==> src/rtl/cache_arbiter.sv <==
// cache_arbiter
//   Shares a single cache port between a read-only fetch requester (A) and a
//   read/write data requester (B). Ties are broken round-robin, starting with
//   B after reset. B accesses to odd addresses are rejected without touching
//   the cache. A transaction that gets no c_ready within TIMEOUT cycles is
//   aborted and reported as an error.
//
// Ports
//   clk, rst_n                      clock, async active-low reset
//   a_req, a_addr                   fetch request (read only)
//   a_done, a_err, a_rdata          fetch completion / error pulse, read data
//   b_req, b_write, b_addr, b_wdata data request
//   b_done, b_err, b_rdata          data completion / error pulse, read data
//   c_req, c_write, c_addr, c_wdata shared cache request
//   c_ready, c_rdata                cache completion pulse and read data
//   busy                            high whenever the FSM is not idle
//
// State  | meaning
// -------+-------------------------------------------------------------
// IDLE   | arbitrate; latch the winner's request
// ISSUE  | first cycle the request is on the cache port
// WAIT   | request still held, waiting for c_ready or timeout
// RESP   | one-cycle done/err pulse to the winner

module cache_arbiter #(
    parameter int TIMEOUT = 16
) (
    input  logic        clk,
    input  logic        rst_n,
    input  logic        a_req,
    input  logic [15:0] a_addr,
    output logic        a_done,
    output logic        a_err,
    output logic [15:0] a_rdata,
    input  logic        b_req,
    input  logic        b_write,
    input  logic [15:0] b_addr,
    input  logic [15:0] b_wdata,
    output logic        b_done,
    output logic        b_err,
    output logic [15:0] b_rdata,
    output logic        c_req,
    output logic        c_write,
    output logic [15:0] c_addr,
    output logic [15:0] c_wdata,
    input  logic        c_ready,
    input  logic [15:0] c_rdata,
    output logic        busy
);

    localparam logic [1:0] ST_IDLE  = 2'd0;
    localparam logic [1:0] ST_ISSUE = 2'd1;
    localparam logic [1:0] ST_WAIT  = 2'd2;
    localparam logic [1:0] ST_RESP  = 2'd3;

    // Counter value in the last cycle the cache is given to answer.
    localparam logic [7:0] CNT_LAST = 8'(TIMEOUT - 1);

    logic [1:0]  state_q,   state_d;
    logic        winner_b_q, winner_b_d;  // 1: current transaction belongs to B
    logic        last_b_q,  last_b_d;     // 1: B was granted most recently
    logic        err_q,     err_d;
    logic [7:0]  cnt_q,     cnt_d;
    logic [15:0] addr_q,    addr_d;
    logic        write_q,   write_d;
    logic [15:0] wdata_q,   wdata_d;
    logic [15:0] a_rdata_q, a_rdata_d;
    logic [15:0] b_rdata_q, b_rdata_d;
    logic        grant_b;

    always_comb begin
        state_d    = state_q;
        winner_b_d = winner_b_q;
        last_b_d   = last_b_q;
        err_d      = err_q;
        cnt_d      = cnt_q;
        addr_d     = addr_q;
        write_d    = write_q;
        wdata_d    = wdata_q;
        a_rdata_d  = a_rdata_q;
        b_rdata_d  = b_rdata_q;
        grant_b    = 1'b0;

        case (state_q)
            ST_IDLE: begin
                if (a_req || b_req) begin
                    // B wins when alone, or on a tie when A was granted last.
                    grant_b    = b_req && (!a_req || !last_b_q);
                    winner_b_d = grant_b;
                    last_b_d   = grant_b;
                    cnt_d      = 8'd0;
                    if (grant_b) begin
                        addr_d  = b_addr;
                        write_d = b_write;
                        wdata_d = b_wdata;
                        // Odd B addresses are unaligned words: answer with an error directly.
                        err_d   = b_addr[0];
                        state_d = b_addr[0] ? ST_RESP : ST_ISSUE;
                    end else begin
                        addr_d  = a_addr;
                        write_d = 1'b0;
                        wdata_d = 16'd0;
                        err_d   = 1'b0;
                        state_d = ST_ISSUE;
                    end
                end
            end
            ST_ISSUE, ST_WAIT: begin
                cnt_d = cnt_q + 8'd1;
                if (c_ready) begin
                    err_d   = 1'b0;
                    state_d = ST_RESP;
                    if (!winner_b_q) begin
                        a_rdata_d = c_rdata;
                    end else if (!write_q) begin
                        b_rdata_d = c_rdata;
                    end
                end else if (cnt_q == CNT_LAST) begin
                    err_d   = 1'b1;
                    state_d = ST_RESP;
                end else begin
                    state_d = ST_WAIT;
                end
            end
            ST_RESP: begin
                // Always return to IDLE so a held request cannot be re-granted here.
                state_d = ST_IDLE;
            end
            default: begin
                state_d = ST_IDLE;
            end
        endcase
    end

    always_ff @(posedge clk or negedge rst_n) begin
        if (!rst_n) begin
            state_q    <= ST_IDLE;
            winner_b_q <= 1'b0;
            last_b_q   <= 1'b0;
            err_q      <= 1'b0;
            cnt_q      <= 8'd0;
            addr_q     <= 16'd0;
            write_q    <= 1'b0;
            wdata_q    <= 16'd0;
            a_rdata_q  <= 16'd0;
            b_rdata_q  <= 16'd0;
        end else begin
            state_q    <= state_d;
            winner_b_q <= winner_b_d;
            last_b_q   <= last_b_d;
            err_q      <= err_d;
            cnt_q      <= cnt_d;
            addr_q     <= addr_d;
            write_q    <= write_d;
            wdata_q    <= wdata_d;
            a_rdata_q  <= a_rdata_d;
            b_rdata_q  <= b_rdata_d;
        end
    end

    // Cache bus is driven only while a request is outstanding, quiet otherwise.
    assign c_req   = (state_q == ST_ISSUE) || (state_q == ST_WAIT);
    assign c_write = c_req ? write_q : 1'b0;
    assign c_addr  = c_req ? addr_q  : 16'd0;
    assign c_wdata = c_req ? wdata_q : 16'd0;

    assign a_done  = (state_q == ST_RESP) && !winner_b_q && !err_q;
    assign a_err   = (state_q == ST_RESP) && !winner_b_q &&  err_q;
    assign b_done  = (state_q == ST_RESP) &&  winner_b_q && !err_q;
    assign b_err   = (state_q == ST_RESP) &&  winner_b_q &&  err_q;

    assign a_rdata = a_rdata_q;
    assign b_rdata = b_rdata_q;
    assign busy    = (state_q != ST_IDLE);

endmodule

==> config.mk <==
export PLATFORM = sky130hd
export DESIGN_NAME = cache_arbiter
export DESIGN_NICKNAME = d
export VERILOG_FILES = /design/src/rtl/cache_arbiter.sv
export SDC_FILE = /design/constraint.sdc
export NUM_CORES = 1
export LEC_CHECK = 0
export ABC_AREA = 1
export BUFFER_PORTS_ARGS = -buffer_cell sky130_fd_sc_hd__buf_2
export CORE_ASPECT_RATIO = 1.1
export CORE_MARGIN = 2
export CORE_UTILIZATION = 44
export CTS_CLUSTER_DIAMETER = 200
export CTS_CLUSTER_SIZE = 40
export DETAILED_ROUTE_END_ITERATION = 8
export MAX_ROUTING_LAYER = met4
export PLACE_DENSITY_LB_ADDON = 0.3
export SLEW_MARGIN = 30
export SYNTH_ARGS = -nofsm -noshare
export SYNTH_HDL_FRONTEND = slang
export SYNTH_SLANG_ARGS = --single-unit
==> constraint.sdc <==
create_clock -name clk -period 1.37 [get_ports clk]
set_input_delay 0.2055 -clock clk [delete_from_list [all_inputs] [get_ports clk]]
set_output_delay 0.2055 -clock clk [all_outputs]
set_load 0.005 [all_outputs]
; ---- Word level (Yosys, flattened, before mapping)
; Cells that the tools add are included.
; W data, S select, Z words.
[totals]
regBits = 77
latchBits = 0
ram_bits = 0
romBits = 0
output_inout_bits = 71
memories = 0
[op_classes]
n_addsub = 1
mul = 0
div = 0
order_cmp = 0
eq_ne = 6
n_shift = 0
n_mux = 19
n_bitwise = 2
reduce_logical = 22
[op_table]
columns = cell, n
row1 = $mux W16, 4
row2 = $pmux W8 S2, 1
row3 = $add A8 B1 Y8 const B, 1
row4 = $eq A8 B4 Y1 const B, 1
row5 = $mux W1, 8
row6 = $mux W8, 1
row7 = $logic_and A1 B1 Y1, 7
row8 = $mux W2, 3
row9 = $pmux W2 S3, 1
row10 = $reduce_and A3 Y1, 2
row11 = $eq A2 B2 Y1 const B, 2
row12 = $reduce_and A2 Y1, 2
row13 = $reduce_and A4 Y1, 1
row14 = $reduce_bool A2 Y1, 2
row15 = $logic_not A1 Y1, 3
row16 = $logic_or A1 B1 Y1, 3
row17 = $ne A3 B3 Y1 const B, 1
row18 = $eq A2 B1 Y1 const B, 1
row19 = $logic_not A2 Y1, 1
row20 = $ne A2 B2 Y1 const B, 1
row21 = $not A1 Y1, 2
row22 = $pmux W1 S2, 1
row23 = $reduce_or A2 Y1, 1

; ---- Depth between registers and ports, before layout
; Gate-level depths: netlist of run 1.
[logic_depth]
word_depth = 6
ltp_mapped = 9
ltp_nobuf = 9

; ---- Worst setup path before layout of run 1
; No wires, ideal clock.
[synth_timing]
path_kind = register -> register
start = register state_q[0]
end = register b_rdata_q[1], in the netlist b_rdata[1]
setup_time_ns = 0.083
arrival_ns = 1.355
required_ns = 1.287
slack_ns = -0.068
path_stages_with_launch = 9
period_less_slack_ns = 1.438
cell_sequence = dfrtp_1 inv_1 ha_1 nand2_1 inv_1 nand3_1 clkbuf_1 nand2_1 o21ai_0
[synth_between]
elab_chain_len = 3
word_cells_on_any_way = 4
[synth_lines]
columns = element, line
row1 = from (decl), 59  ; logic [1:0] state_q, state_d;
row2 = from (signal assigned), 148  ; state_q <= state_d;
row3 = $eq A2 B1 Y1 or $eq A2 B2 Y1 (tied branches), 84  ; case (state_q)
row4 = $reduce_or A2 Y1 *, 84
row5 = $reduce_and A4 Y1 (no line) *, -
row6 = to (signal assigned), 157  ; b_rdata_q <= b_rdata_d;
row7 = to (decl), 68  ; logic [15:0] b_rdata_q, b_rdata_d;
; Mark *: on every way between the ends. The rest lies on a longest branch, timed or not.
; A chain may end at the register's enable or synchronous reset.

; ---- Final worst setup path of run 1
[layout_timing]
start = register state_q[0]
end = output port c_addr[0]
[layout_between]
elab_chain_len = 3
word_cells_on_any_way = 4
[layout_lines]
columns = element, line
row1 = $eq A2 B1 Y1 or $eq A2 B2 Y1 (tied branches), 162  ; assign c_req = (state_q == ST_ISSUE) || (state_q == ST_WAIT);
row2 = $logic_or A1 B1 Y1 *, 162
row3 = $mux W16 *, 164  ; assign c_addr = c_req ? addr_q : 16'd0;
row4 = to (decl), 44  ; output logic [15:0] c_addr,
; Marks and branches as above.

==> results of run 1 <==
-- kinds of logic after synthesis --
logic type	share of synthesized area (%)
AOI/OAI and AO/OA	10.6
DFF	53.8
adders and majority gates	1.05
and+or+nand+nor	24.2
buffers and inverters	10.3
-- layer usage --
metal  vias to the layer above  global-route usage [%]  routed length (um)
met1                      1737                    30.0                4660
met5                         -                       -                   0
met3                        24                    5.28                 728
met2                       149                    36.1                5380
li1                       1766                       -                   -
met4                         0                    7.57                 234
-- timing repair --
action | CTS | global route
pin swaps | 4 | 5
endpoints found under the hold margin | 20 | 0
cloned | 3 | 5
endpoints found under the setup margin | 65 | 98
setup buffers | 5 | 14
resized for setup | 33 | 127
hold buffers | 1 | 0
-- worst min path at each step --
stage,from,endpoint,slack (ns),cells past startpoint
after floorplan,rst_n,a_rdata[0],-0.09,0
after global placement,rst_n,addr_q[12],0.13,1
after detailed placement,rst_n,wdata_q[0],0.13,1
after CTS,b_wdata[0],wdata_q[0],0.06,3
after global routing,b_wdata[10],wdata_q[10],0.08,3
final,b_wdata[0],wdata_q[0],0.07,3
-- power by group through the flow --
stage	combinational (mW)	clock (mW)	sequential [mW]
after global routing	8.11	1.98	4.19
final	7.45	1.85	4.08
after CTS	5.64	1.88	3.92
after floorplan	2.87	0	3.87
after global placement	4.80	0	3.89
after detailed placement	4.97	0	3.92
-- layout make-up --
type	instances	area, um2
clock buffer	9	124
tap	108	135
timing repair buffer	181	1280
sequential	77	1930
inverter	70	287
clock inverter	7	87.6
multi-input combinational	291	1650
fill	656	2420
-- registers in the layout (all words and copies together) (netlist names) --
register / cells
a_rdata: 16
addr_q: 16
b_rdata: 16
wdata_q: 16
cnt_q: 8
state_q: 2
err_q: 1
last_b_q: 1
write_q: 1
-- through the flow --
step           hold slack [ns]  instance area [um2]
6_report                0.0690                 5490
4_1_cts                 0.0598                 4940
2_1_floorplan          -0.0901                 3600
3_3_place_gp             0.130                 4510
5_1_grt                 0.0753                 5490
3_5_place_dp             0.128                 4510
-- worst max-delay path, cell delays in order, from the launching register on --
cell,delay (ns)
dfrtp_1,0.39
inv_2,0.06
ha_4,0.32
buf_12,0.16
nand2_1,0.06
inv_1,0.06
buf_2,0.10
-- cell usage after synthesis --
library cell  instances  area share, %
nand3_1              32            4.5
nor2_1               27            2.8
buf_6                 2           0.63
inv_1                68            7.1
buf_2                11            1.5
inv_2                 2           0.21
o21ai_0              61            8.5
nand4_1               3           0.52
buf_1                 1           0.10
a21oi_1               2           0.28
nand2_1             147             15
clkbuf_1              7           0.73
o21a_1                1           0.21
o21ai_1               5           0.70
nor3_1                4           0.56
ha_1                  3            1.0
nand2_2               2           0.35
o211ai_1              1           0.21
dfrtp_1              77             54
a21boi_0              1           0.21
o21ai_4               1           0.45
==> metrics.yaml, run 1 <==
pwr-share-seq_pct: 30.5
p_int_mw: 7.71
r2r_slack_ns: -0.34
cts_max_path_buffers: 2
pwr-share-clk_pct: 13.8
worstSetupPathType: "reg -> out"
cts.sinks: 77
max-slew-margin-rel_pct: 78.4
status: "finished with violations"
crit_end: "c_addr[0]"
syn_area_um2: 3580
nNetsFinal: 703
ant_nets: 0
rr_endpoint: "b_rdata[3]"
wirelength_mm: 11.0
first_pass_iters: 5
drc: 0
rr_worst_depth: 10
grt_pass1_wl_mm: 16.0
cp_max_fo: 19
fp-row-count: 34
rsz0062_at_grt: "yes"
die_y_um: 98.6
initial_core_util_pct: 45.2
setup_ws_ns: -0.342
drv_slew: 0
cts_htree_levels: 3
grt_antenna_before_repair: 0
hold_viol: 0
cts_tree: "yes"
cp.arrival_ns: 1.51
die_x_um: 90.0
drtIter0Drc: 203
clock_skew_ns: 0.0104
clk_latency_ns: 0.35
grt_overflow: 0
grt_usage_pct: 23.0
gp_congestion: 0.844
final_common_cell: "buf_2"
fmax_mhz: 584
worstSetupStartpointType: "register"
switching_share_pct: 42.4
ys_seq_area_share_pct: 53.8
dp_slack_ns: -0.0789
ys_types: 21
powerDensity_nw_per_um2: 2430
hold_class: "in -> reg"
period_needed_ns: 1.71
total_power_mw: 13.4
rr_startpoint: "state_q[0]"
die_area_um2: 8870
crit_required_ns: 1.16
port_buffers: 140
ys_ff_latch: 77
violations: "setup timing"
grt_pass1_vias: 3442
utilization_pct: 69.4
area_delta_synth_final_pct: 53.5
timing.setup.tns_ns: -19.10
p_switching_mw: 5.67
syn-instance-count: 458
io_pins: 141
dpl.hpwl_mm: 6.54
grt_max_degree: 40
setup_viol: 82
period_share_pct: 125
peakVddDrop_v: 0.00127
vias_per_cell: 4.95
critPathCaptureType: "output port"
syn_avg_cell_area_um2: 7.81
stdcell_count: 743
combinationalPowerShare_pct: 55.7
wl_per_cell_um: 14.8
numCtsBuffers: 9
max-cap-violations: 0
yosys_warnings: 0
clkSlewWorstSetupHoldPaths_ns: 0.10
vias: 3676
startpoint: "state_q[0]"
power_leakage_nw: 3.14
dp_cells: 702
drive_gt1_share_pct: 43.1
syn_nets: 531
core_area_um2: 7910
layout_common_cells: "buf_2, nand2_1, dfrtp_1"
n_antenna_cell: 0
worst_pin_slew_ns: 0.325
root_buffer: "clkbuf_8"
(Power assumes the default switching activity.)
==> run 2: changes to the inputs <==
- ABC_AREA: 1 -> unset
- CORE_UTILIZATION: 44 -> 45
- CTS_BUF_LIST: unset -> sky130_fd_sc_hd__clkbuf_4
==> run 2 against run 1 <==
  * The flow still finishes with violations (setup timing)
  * Via count shrank 17%
  * Die area shrank 3.4%
  * Power shrank 2.9%
  * Sequential share of layout area shrank 0.65 points
  * Global-route usage shrank 1.8 points
  * Synthesized area shrank 1.4%
  * Setup slack lost 0.035 ns
  * Combinational power shrank 0.8%
  * Clock skew grew 0.011 ns
  * Clock power shrank 14%
  * Sequential power shrank 2%
  * Flip-flop and latch count is the same
  * Largest cell class unchanged
  * Highest routed layer unchanged
==> metrics.yaml, run 2 <==
ys_ff_latch: 77  # unchanged
wl_per_cell_um: 16.1  # +9.0%
gp_congestion: 0.858  # +1.6%
ys_seq_area_share_pct: 54.6  # +0.76 points
worstSetupStartpointType: "register"
synthSimpleGateAreaFrac_pct: 13.2  # -11 points
yosysTopAreaCell: "dfrtp_1"
setup_viol: 109  # +33%
yosys_warnings: 0  # unchanged
synth_common_cells: "dfrtp_1, and2_1, mux2_2, nand2_1, o21ai_0"
p_switching_mw: 4.57  # -19%
syn_nets: 363  # -32%
io_pins: 141  # unchanged
critPathCaptureType: "output port"
timing.setup.tns_ns: -26.44  # -7.34 ns
die_x_um: 88.4  # -1.7%
nNetsFinal: 560  # -20%
fp-row-count: 33  # -2.9%
seqCellArea_um2: 1930  # unchanged
multi_input_area_um2: 1810  # +9.7%
holdPathStages: 2  # -1
min_from: "b_wdata[0]"
max-slew-margin-rel_pct: 71.5  # -6.9 points
combinationalPowerShare_pct: 56.9  # +1.2 points
stdcell_count: 597  # -20%
die_area_um2: 8570  # -3.4%
p_int_mw: 8.41  # +9.2%
synth-xor-area-share_pct: 0  # unchanged
synth_top_family_by_area: "multiplexers"
synthAdderAreaFrac_pct: 1.06  # +0.015 points
port_buffers: 140  # unchanged
numCtsBuffers: 9  # unchanged
syn-instance-count: 290  # -37%
grt_overflow: 0  # unchanged
synth_edf_count: 0  # unchanged
max-cap-violations: 0  # unchanged
rr_worst_depth: 7  # -3
n_antenna_cell: 0  # unchanged
setup_ws_ns: -0.377  # -0.0354 ns
clock_skew_ns: 0.0215  # +0.0111 ns
drv_slew: 0  # unchanged
peakVddDrop_v: 0.00123  # -3.8%
powerDensity_nw_per_um2: 2320  # -4.7%
nFillCells: 542  # -17%
area_delta_synth_final_pct: 58.7
worst_pin_slew_ns: 0.426  # +0.102 ns
ys_top_cells_by_area: "dfrtp_1, mux2_2, and2_1"
yosys-mux-area-fraction_pct: 15.0  # +15 points
status: "finished with violations"
power_leakage_nw: 2.82  # -9.9%
initial_core_util_pct: 47.0  # +1.7 points
cts.sinks: 77  # unchanged
grt_antenna_before_repair: 0  # unchanged
hold_viol: 0  # unchanged
layout_common_cells: "buf_2, dfrtp_1, and2_1"
violations: "setup timing"
async_reset_ff_share_pct: 100  # unchanged
syn_area_um2: 3530  # -1.4%
switching_share_pct: 35.2  # -7.2 points
synth-main-ff-cell: "dfrtp_1"
syn_avg_cell_area_um2: 12.2  # +56%
core_area_um2: 7510  # -5.0%
dp_cells: 542  # -23%
ys_types: 42  # +100%
cts_tree: "yes"
clkSlewWorstSetupHoldPaths_ns: 0.13  # +0.03 ns
period_needed_ns: 1.75  # +0.0354 ns
dpl.hpwl_mm: 6.09  # -7.0%
r2r_slack_ns: -0.36  # -0.02 ns
grt_pass1_vias: 3025  # -12%
utilization_pct: 74.5  # +5.1 points
crit_required_ns: 1.16  # about the same
ant_nets: 0  # unchanged
grt_usage_pct: 21.2  # -1.8 points
first_pass_iters: 4  # -1
grt_pass1_wl_mm: 14.0  # -13%
cts_htree_levels: 3  # unchanged
cp.arrival_ns: 1.54  # +0.03 ns
clk_latency_ns: 0.42  # +0.07 ns
fmax_mhz: 572  # -2.0%
grt_max_degree: 32  # -20%
drive_gt1_share_pct: 60.4  # +17 points
period_share_pct: 128  # +2.6 points
vias_per_cell: 5.09  # +2.9%
rr_endpoint: "cnt_q[6]"
cts_max_path_buffers: 2  # unchanged
pwr-share-clk_pct: 12.3  # -1.5 points
drtIter0Drc: 182  # -10%
drc: 0  # unchanged
die_y_um: 96.9  # -1.7%
final_common_cell: "buf_2"
vias: 3040  # -17%
synth_top_area_share_pct: 54.6  # +0.76 points
dp_slack_ns: -0.200  # -0.121 ns
cp_max_fo: 21  # +2
rr_startpoint: "state_q[0]"
synth_compound_area_share_pct: 12.0  # +1.4 points
wirelength_mm: 9.64  # -12%
worstSetupPathType: "reg -> out"
holdPathEnd: "wdata_q[0]"
hold_class: "in -> reg"
synth_most_common_cell: "dfrtp_1"
pwr-share-seq_pct: 30.7  # +0.2 points
rsz0062_at_grt: "yes"
root_buffer: "clkbuf_4"
## run 2: cell count changes after synthesis, sizes merged, moves of 3 or more
cell / previous run / this run
a21o: 0 / 3
a21oi: 2 / 6
a22o: 0 / 17
and2: 0 / 34
inv: 70 / 6
mux2: 0 / 32
mux2i: 0 / 17
nand2: 149 / 20
nand3: 32 / 1
nor2: 27 / 3
o21ai: 67 / 21
o31ai: 0 / 4
or4: 0 / 4
## run 2: repair_timing
action	CTS	global route
setup buffers	6	6
pin swaps	6	17
hold endpoints to repair	91	1
resized for setup	31	67
setup endpoints to repair	102	116
hold buffers	15	1
gates cloned	1	10
## run 2: how the worst max path moves through the flow
stage	from	slack (ns)	to	depth (start not counted)
floorplan	state_q[1]	-0.15	cnt_q[6]	6
global placement	state_q[0]	-0.14	cnt_q[6]	5
CTS	state_q[0]	-0.40	c_addr[5]	5
finish	state_q[0]	-0.38	c_addr[10]	5
detailed placement	state_q[0]	-0.20	err_q	5
global route	state_q[0]	-0.46	c_wdata[8]	5
## run 2: worst max-delay path, stage by stage (launching register included)
cell and delay, ns:
dfrtp_1 0.41, inv_2 0.08, ha_4 0.22, buf_12 0.15, and2_1 0.14, buf_2 0.13
## run 2: cell families after synthesis
family,count (synthesis)
adders and majority gates,3
DFF,77
muxes,49
buffers and inverters,25
AOI/OAI and AO/OA,60
and+or+nand+nor,76
## run 2: area by class of cell
type | count | area share, %
clock buffers | 9 | 1.21
clock inverters | 7 | 1.86
inverters | 6 | 0.402
multi-input cells | 189 | 32.4
flip-flops and latches | 77 | 34.4
well taps | 105 | 2.35
repair buffers | 204 | 27.4
## run 2: power groups by stage
| stage | Combinational, mW | Sequential (mW) | Clock (mW) |
|---|---|---|---|
| finish | 7.39 | 3.99 | 1.60 |
| global route | 7.97 | 4.12 | 1.76 |
| CTS | 6.40 | 3.90 | 1.65 |
| detailed placement | 5.43 | 3.93 | 0 |
| global placement | 5.29 | 3.91 | 0 |
| floorplan | 3.27 | 3.88 | 0 |
## run 2: layer usage
layer | GRT usage, % | part of all wire (%) | vias up
li1 | - | - | 1438
met5 | - | 0 | -
met4 | 8.74 | 1.5 | 0
met1 | 25.2 | 40 | 1454
met3 | 4.44 | 6.9 | 12
met2 | 34.5 | 52 | 136
## run 2: metrics by stage
| step | total power [mW] | instance area [um2] | hold WS [ns] |
|---|---|---|---|
| 6_report | 13.0 | 5600 | 0.0243 |
| 2_1_floorplan | 7.15 | 3650 | -0.0901 |
| 3_3_place_gp | 9.20 | 4630 | 0.123 |
| 3_5_place_dp | 9.36 | 4630 | 0.128 |
| 4_1_cts | 11.9 | 5170 | 0.000355 |
| 5_1_grt | 13.8 | 5600 | -0.00339 |
==> run 3: changes to the inputs <==
- HOLD_SLACK_MARGIN: unset -> 0.05
- PLACE_DENSITY: unset -> 0.76
- PLACE_DENSITY_LB_ADDON: 0.3 -> unset
==> run 3 against run 2 <==
  * The flow still finishes with violations (setup timing)
  * Power rose by 4.3%
  * Design area rose by 6.1%
  * Clock power rose by 2%
  * Worst hold slack improved by 0.013 ns
  * Routed wire length rose by 12%
  * Die area did not move
  * Global-route usage rose by 4.5 points
  * Clock skew fell by 0.0071 ns
  * Largest power group unchanged
==> metrics.yaml, run 3 (synthesis gave the netlist of run 2 again) <==
dp_cells: 541  # -0.18%
max-cap-violations: 0  # unchanged
cts_tree: "yes"
max-slew-margin-rel_pct: 74.6  # +3.1 points
io_pins: 141  # unchanged
hold_viol: 0  # unchanged
grt_usage_pct: 25.7  # +4.5 points
crit_required_ns: 1.16  # about the same
rr_startpoint: "state_q[0]"
peakVddDrop_v: 0.00123  # +0.17%
drive_gt1_share_pct: 56.4  # -4.0 points
period_share_pct: 131  # +3.7 points
critPathCaptureType: "output port"
seqCellArea_um2: 1930  # about the same
cts.sinks: 77  # unchanged
worstSetupStartpointType: "register"
startpoint: "state_q[0]"
timing.setup.tns_ns: -31.86  # -5.42 ns
grt_pass1_wl_mm: 16.6  # +19%
nNetsFinal: 595  # +6.3%
fmax_mhz: 556  # -2.8%
violations: "setup timing"
critPathSlowestCell: "dfrtp_1"
ant_nets: 0  # unchanged
fp-row-count: 33  # unchanged
gp_congestion: 0.805  # -6.2%
worst_pin_slew_ns: 0.378  # -0.0482 ns
first_pass_iters: 4  # unchanged
die_y_um: 96.9  # unchanged
setup_viol: 116  # +6.4%
vias: 3284  # +8.0%
vias_per_cell: 5.20  # +2.0%
wirelength_mm: 10.8  # +12%
core_area_um2: 7510  # unchanged
clock_skew_ns: 0.0144  # -0.00713 ns
slowest_delay_ns: 0.38  # -0.03 ns
drv_slew: 0  # unchanged
r2r_slack_ns: -0.37  # about the same
root_buffer: "clkbuf_4"
area_delta_synth_final_pct: 68.4
port_buffers: 140  # unchanged
grt_overflow: 0  # unchanged
path_buf_inv: 3  # unchanged
critPathTopFamily: "flip-flops"
drc: 0  # unchanged
status: "finished with violations"
worstSetupPathType: "reg -> out"
cp.depth: 5  # unchanged
grt_antenna_before_repair: 0  # unchanged
wl_per_cell_um: 17.1  # +6.1%
cts_htree_levels: 3  # unchanged
initial_core_util_pct: 47.0  # unchanged
dpl.hpwl_mm: 5.87  # -3.5%
layout_common_cells: "buf_2, dfrtp_1, dlygate4sd3_1"
rsz0062_at_grt: "yes"
die_x_um: 88.4  # unchanged
clkSlewWorstSetupHoldPaths_ns: 0.14  # about the same
stdcell_count: 632  # +5.9%
power_leakage_nw: 2.99  # +5.8%
drtIter0Drc: 153  # -16%
clk_latency_ns: 0.43  # about the same
utilization_pct: 79.1  # +4.6 points
hold_class: "in -> reg"
n_antenna_cell: 0  # unchanged
cp.arrival_ns: 1.59  # +0.05 ns
numCtsBuffers: 9  # unchanged
period_needed_ns: 1.80  # +0.0508 ns
multi_input_area_um2: 1780  # -1.9%
rr_endpoint: "cnt_q[6]"
nFillCells: 450  # -17%
grt_pass1_vias: 3533  # +17%
rr_worst_depth: 7  # unchanged
powerDensity_nw_per_um2: 2280  # -1.7%
cp_max_fo: 15  # -29%
cts_max_path_buffers: 2  # unchanged
cp_cell_sequence: "inv_2 -> ha_4 -> buf_8 -> and2_1 -> buf_2"
grt_max_degree: 44  # +38%
setup_ws_ns: -0.428  # -0.0508 ns
die_area_um2: 8570  # unchanged
crit_end: "c_wdata[9]"
final_common_cell: "buf_2"
run 3: per-stage QoR:
step	hold slack (ns)	setup WS [ns]	total power, mW	cell area [um2]
3_3_place_gp	0.0704	-0.146	9.14	4630
4_1_cts	0.0531	-0.406	12.7	5710
2_1_floorplan	-0.0901	-0.147	7.15	3650
3_5_place_dp	0.0669	-0.196	9.31	4630
6_report	0.0377	-0.428	13.6	5940
5_1_grt	0.0514	-0.507	14.3	5940
run 3: area by class of cell:
class | instances | area share [%]
clock inverter | 6 | 1.62
inverter | 6 | 0.421
clock buffer | 10 | 1.26
timing repair buffer | 240 | 32.1
sequential | 77 | 32.4
multi-input combinational | 188 | 29.9
tap | 105 | 2.21
run 3: power by group:
group	switching, mW	leakage (nW)	internal, mW
Combinational	3.31	1.95	4.59
Sequential	0.692	0.953	3.32
Clock	0.861	0.0887	0.779
run 3: how the worst min path moves through the flow:
stage | from | end | slack [ns] | depth (start not counted)
after detailed placement | rst_n | b_rdata[3] | 0.07 | 1
final | a_addr[9] | addr_q[9] | 0.04 | 3
after floorplan | rst_n | a_rdata[0] | -0.09 | 0
after CTS | b_addr[4] | addr_q[4] | 0.05 | 3
after global placement | rst_n | a_rdata[3] | 0.07 | 1
after global routing | a_addr[10] | addr_q[10] | 0.05 | 3
run 3: worst min-delay path, stage by stage:
cell     delay (ns)
buf_2          0.07
mux2i_1        0.05
o21ai_1        0.11
run 3: what timing repair did:
| action | CTS | global route |
|---|---|---|
| gates cloned | 8 | 1 |
| hold endpoints to repair | 134 | 0 |
| gates resized for setup | 60 | 51 |
| setup buffers | 10 | 12 |
| pin swaps | 30 | 12 |
| hold buffers | 47 | 0 |
| endpoints found under the setup margin | 99 | 116 |
run 3: per-layer routing:
metal / track usage (%) / share of wire, %
met5: - / 0
met4: 13.1 / 3.7
met3: 4.95 / 6.4
met2: 42.5 / 51
met1: 29.2 / 39
